===== config.mk =====
export PLATFORM = sky130hd
export DESIGN_NAME = requant_scheduler
export DESIGN_NICKNAME = d
export VERILOG_FILES = /design/src/rtl/requant_scheduler.sv
export SDC_FILE = /design/constraint.sdc
export NUM_CORES = 1
export LEC_CHECK = 0
export BUFFER_PORTS_ARGS = -buffer_cell sky130_fd_sc_hd__buf_4
export CORE_UTILIZATION = 48
export DETAILED_ROUTE_END_ITERATION = 8
export GPL_TIMING_DRIVEN = 1
export HOLD_SLACK_MARGIN = 0.03
export PLACE_DENSITY = 0.7
export SETUP_SLACK_MARGIN = 0.5
export SLEW_MARGIN = 20
export SYNTH_ARGS = -nofsm -noshare
export SYNTH_HDL_FRONTEND = slang
export SYNTH_SLANG_ARGS = --single-unit
export TNS_END_PERCENT = 50

===== constraint.sdc =====
create_clock -name clk -period 20.1 [get_ports clk]
set_input_delay 1.005 -clock clk [delete_from_list [all_inputs] [get_ports clk]]
set_output_delay 1.005 -clock clk [all_outputs]
set_load 0.1 [all_outputs]

===== src/rtl/requant_scheduler.sv =====
// rtl/requant_scheduler.sv - round-robin lane arbiter feeding one shared 3-stage requantization pipeline
// Produces tagged 8-bit results with backpressure and a per-layer completion pulse.
module requant_scheduler #(
   parameter int          N_LANES                = 4,
   parameter int          Z_WEIGHTS              = 5,
   parameter logic [31:0] M_MUL                  = 32'd2094967296,
   parameter int          BIAS_PRECISION         = 32,
   parameter int          OUTPUT_STAGE_PRECISION = 64,
   parameter int          OUTS_PER_LAYER         = 16
) (
   input  logic                              clk,
   input  logic                              rst_n,
   input  logic [N_LANES-1:0]                lane_valid,
   input  logic [N_LANES*BIAS_PRECISION-1:0] lane_acc,
   input  logic [N_LANES*BIAS_PRECISION-1:0] lane_ai,
   output logic [N_LANES-1:0]                lane_ready,
   input  logic                              cfg_we,
   input  logic [$clog2(N_LANES)-1:0]        cfg_addr,
   input  logic [BIAS_PRECISION-1:0]         cfg_bias,
   output logic                              out_valid,
   input  logic                              out_ready,
   output logic [7:0]                        out_data,
   output logic [$clog2(N_LANES)-1:0]        out_lane,
   output logic                              layer_done
);
   localparam int AW = $clog2(N_LANES);
   localparam int BP = BIAS_PRECISION;
   localparam int OP = OUTPUT_STAGE_PRECISION;
   localparam int CW = $clog2(OUTS_PER_LAYER + 1);

   logic          advance, transfer;
   logic [AW-1:0] ptr, grant_idx, idx;
   logic          found;

   logic                 s1_v, s2_v;
   logic signed [BP-1:0] s1_acc, s1_ai, s1_bias, s2_bias;
   logic [AW-1:0]        s1_tag, s2_tag;
   logic signed [OP-1:0] diff, prod_c, s2_prod, r;
   logic signed [BP-1:0] bias_tbl [N_LANES];
   logic [CW-1:0]        out_cnt;
   logic                 out_xfer;
   logic                 unused_bits;

   assign advance  = !out_valid || out_ready;
   assign out_xfer = out_valid && out_ready;

   // Search starts at the pointer; rst_n gating keeps grants low while reset is held.
   always_comb begin
      lane_ready = '0;
      grant_idx  = '0;
      found      = 1'b0;
      idx        = '0;
      if (advance && rst_n) begin
         for (int o = 0; o < N_LANES; o++) begin
            idx = AW'((32'(ptr) + o) % N_LANES);
            if (!found && lane_valid[idx]) begin
               found          = 1'b1;
               lane_ready[idx] = 1'b1;
               grant_idx      = idx;
            end
         end
      end
   end

   assign transfer = found;

   assign diff   = OP'(s1_acc) - OP'(Z_WEIGHTS) * OP'(s1_ai);
   assign prod_c = diff * $signed({{(OP-32){1'b0}}, M_MUL});
   assign r      = (s2_prod >>> 32) + OP'(s2_bias);
   assign unused_bits = ^r[OP-1:8];

   always_ff @(posedge clk or negedge rst_n) begin
      if (!rst_n) begin
         ptr <= '0;
         for (int i = 0; i < N_LANES; i++) bias_tbl[i] <= '0;
      end else begin
         if (cfg_we && (32'(cfg_addr) < N_LANES)) bias_tbl[cfg_addr] <= cfg_bias;
         if (transfer) ptr <= (grant_idx == AW'(N_LANES - 1)) ? '0 : grant_idx + 1'b1;
      end
   end

   always_ff @(posedge clk or negedge rst_n) begin
      if (!rst_n) begin
         s1_v      <= 1'b0;
         s1_acc    <= '0;
         s1_ai     <= '0;
         s1_bias   <= '0;
         s1_tag    <= '0;
         s2_v      <= 1'b0;
         s2_prod   <= '0;
         s2_bias   <= '0;
         s2_tag    <= '0;
         out_valid <= 1'b0;
         out_data  <= '0;
         out_lane  <= '0;
      end else if (advance) begin
         s1_v <= transfer;
         if (transfer) begin
            s1_acc  <= lane_acc[BP*grant_idx +: BP];
            s1_ai   <= lane_ai[BP*grant_idx +: BP];
            s1_bias <= bias_tbl[grant_idx];
            s1_tag  <= grant_idx;
         end
         s2_v <= s1_v;
         if (s1_v) begin
            s2_prod <= prod_c;
            s2_bias <= s1_bias;
            s2_tag  <= s1_tag;
         end
         out_valid <= s2_v;
         if (s2_v) begin
            out_data <= r[7:0];
            out_lane <= s2_tag;
         end
      end
   end

   always_ff @(posedge clk or negedge rst_n) begin
      if (!rst_n) out_cnt <= '0;
      else if (out_xfer) out_cnt <= (out_cnt == CW'(OUTS_PER_LAYER - 1)) ? '0 : out_cnt + 1'b1;
   end

   assign layer_done = out_xfer && (out_cnt == CW'(OUTS_PER_LAYER - 1));
endmodule


==> flow_summary_export.csv <==
group,metric,value,unit
status,status,"completed",
yosys,synth_nets,2992,
sta,rsz0062_at_grt,"no",
route,wl_per_cell,16.7,um
route,avgViaCountPerCell,5.06,
yosys,syn_area_per_cell,8.58,sq um
route,drc,0,
yosys,synth_seq_cells,142,
global_route,antenna_found_initial,9,
critical_path,arrival,10.87,ns
cts,cts.path.max_buffers,2,
sta,fmax,94.9,MHz
cts,cts_root_buf,"clkbuf_16",
route,vias,15205,
die,die_h,201,um
sta,fin_tns_setup,0,ns
layout,area_growth,17.6,%
layout,stdcell_count,3003,
die,num_rows,72,
global_route,grt_pass1_wl,81800,um
cts,clk_pin_slew,0.07,ns
critical_path,critPathRequiredTime,20.43,ns
global_route,grt_remaining_overflow,0,
sta,fin_crit_sh,52.4,%
route,postRouteAntennaNets,0,
critical_path,cp_max_fo,9,
place,dpl-instance-area,21700,sq um
critical_path,critPathSlowestCell,"fa_1",
layout,drive_gt1_share,16.6,%
layout,layout.nets,3243,
yosys,synth_cell_types,67,
route,dr.pass1.iters,5,
critical_path,end_kind,"flop",
die,io_pins,314,
die,die_x,201,um
layout,stdcell_area,22300,sq um
sta,finalSetupViolCount,0,
cts,cts_resized,0,
yosys,synth-edff-count,0,
layout,final_common_cell,"nand2_1",
cts,clock_latency,0.44,ns
place,place.gp.congestion,0.927,
sta,report.final.slew_viol_count,0,
critical_path,slowest_delay,0.56,ns
global_route,grt_pass1_vias,15812,
yosys,synth_warnings,0,
sta,worst_slew_pin_slew,1.05,ns
cts,hold_buffers,0,
sta,hold_slack,0.475,ns
sta,finalCriticalPeriod,10.54,ns
die,core,38800,sq um
place,dp_hpwl,42400,um
die,start_util,48.9,%
yosys,syn_area,19000,sq um
critical_path,critPathKind,"reg2reg",
place,port_buffers,281,
cts,cts_tree,"built",
run,cap_viol_max_count,0,
critical_path,path_common_cell,"fa_1",
cts,cts_sinks,142,
cts,cts_setup_buffers,0,
layout,mostFrequentLayoutCells,"465 x nand2_1, 429 x inv_1, 302 x buf_4",
cts,htreeDepth,4,
critical_path,start_kind,"flop",
cts,cts_inserted_buffers,17,
yosys,netlist_instances,2213,
route,wirelength,50300,um
sta,maxSlewHeadroom,30.0,%
critical_path,path_delay_family,"adder cells",
min_path,min_path_type,"reg2reg",
place,dp_cells,2962,
route,drtIter0Drc,779,
yosys,ys_seq_area_share,18.7,%
sta,final.setup_skew,0.0147,ns
die,dieArea,40400,sq um
global_route,grt_max_degree,103,
sta,hold_viol_final,0,
global_route,grt_usage,25.8,%
critical_path,cp_num_buf_inv,5,
yosys,yosys_most_used_dff,"dfrtp_1",
yosys,synthArstFlopShare,100,%
[layer usage]
metal  GRT usage [%]  share of wire, %  up-vias
li1                -                 -     7513
met1            32.4                42     7235
met2            43.6                50      383
met3            5.10               5.2       72
met4            10.1               2.9        2
met5               0             0.034        -
[cells in the mapped netlist (3+ instances only)]
master / instances / area share (%)
buf_1: 4 / 0.079
nand3_1: 78 / 2.1
a31oi_1: 4 / 0.13
o31a_1: 3 / 0.14
inv_1: 429 / 8.5
nand3b_1: 5 / 0.20
o21a_1: 6 / 0.24
nor3_1: 10 / 0.26
a221oi_1: 5 / 0.23
mux2_2: 49 / 2.9
xnor2_1: 62 / 2.9
o211ai_1: 4 / 0.16
and3_1: 3 / 0.099
mux2i_1: 3 / 0.16
a211oi_1: 4 / 0.16
nand2_1: 465 / 9.2
xor2_1: 24 / 1.1
nand2b_1: 10 / 0.33
and2_1: 5 / 0.16
ha_1: 273 / 18
xnor3_1: 4 / 0.47
nand4_1: 3 / 0.099
dfrtp_1: 142 / 19
o21ai_0: 175 / 4.6
nor2_1: 40 / 0.79
a21o_1: 28 / 1.1
o21bai_1: 8 / 0.32
fa_1: 208 / 22
clkbuf_1: 67 / 1.3
nor2b_1: 4 / 0.13
a22oi_1: 4 / 0.16
a21oi_1: 42 / 1.1
[metrics by stage]
step / setup slack, ns / utilization (%)
after CTS: 9.54 / 57.4
final: 9.56 / 57.5
after global routing: 9.06 / 57.5
after floorplan: 10.61 / -
after detailed placement: 9.61 / 55.9
after global placement: 9.68 / 55.9
[tightest hold or removal path, cell delays in order (launching register included)]
cell,delay [ns]
dfrtp_1,0.34
nand2_1,0.05
nand2_1,0.05
[flip-flops by register name, indices dropped and copies added (netlist names)]
name,count
bias_tbl,32
out_cnt,5
out_data,8
out_lane,2
out_valid,1
ptr,2
s1_acc,31
s1_ai,31
s1_bias,8
s1_tag,2
s1_v,1
s2_bias,8
s2_prod,8
s2_tag,2
s2_v,1
[cell families (layout without fill, tap and decap cells)]
family | Yosys count | in the layout | share of synthesized area (%)
XOR/XNOR | 93 | 93 | 4.70
buffers and inverters | 501 | 765 | 9.94
multiplexers | 53 | 53 | 3.18
other | 0 | 8 | 0
AO/OA/AOI/OAI | 307 | 307 | 9.63
AND/OR/NAND/NOR | 636 | 636 | 13.9
adder cells (fa/ha/maj) | 481 | 481 | 39.9
flip-flops | 142 | 142 | 18.7
[worst paths after layout]
path                                            endpoint  slack [ns]  depth (start not counted)                   from
worst min register to register     s1_tag[1]$_DFFE_PN0P_        0.48                          2  s1_tag[1]$_DFFE_PN0P_
worst max register to register   s2_prod[39]$_DFFE_PN0P_        9.56                         35  s1_ai[15]$_DFFE_PN0P_
worst min-delay path               s1_tag[1]$_DFFE_PN0P_        0.48                          2  s1_tag[1]$_DFFE_PN0P_
worst max-delay path             s2_prod[39]$_DFFE_PN0P_        9.56                         35  s1_ai[15]$_DFFE_PN0P_
min in group asynchronous          s1_ai[17]$_DFFE_PN0P_        0.54                          1                  rst_n
max in group asynchronous       bias_tbl[68]$_DFFE_PN0P_       18.11                          2                  rst_n
[layout make-up]
type                    instances  area [sq um]
repair buffers                304          2310
multi-input cells            1570         13600
flip-flops and latches        142          3550
clock inverters                14           149
fillers                      3474         16500
well taps                     518           648
diodes                          8          20.0
clock buffers                  18           439
inverters                     429          1610
Power is left out: the tool's default activity adds up to more than one toggle a clock period on the data nets, which glitch-free logic cannot reach.
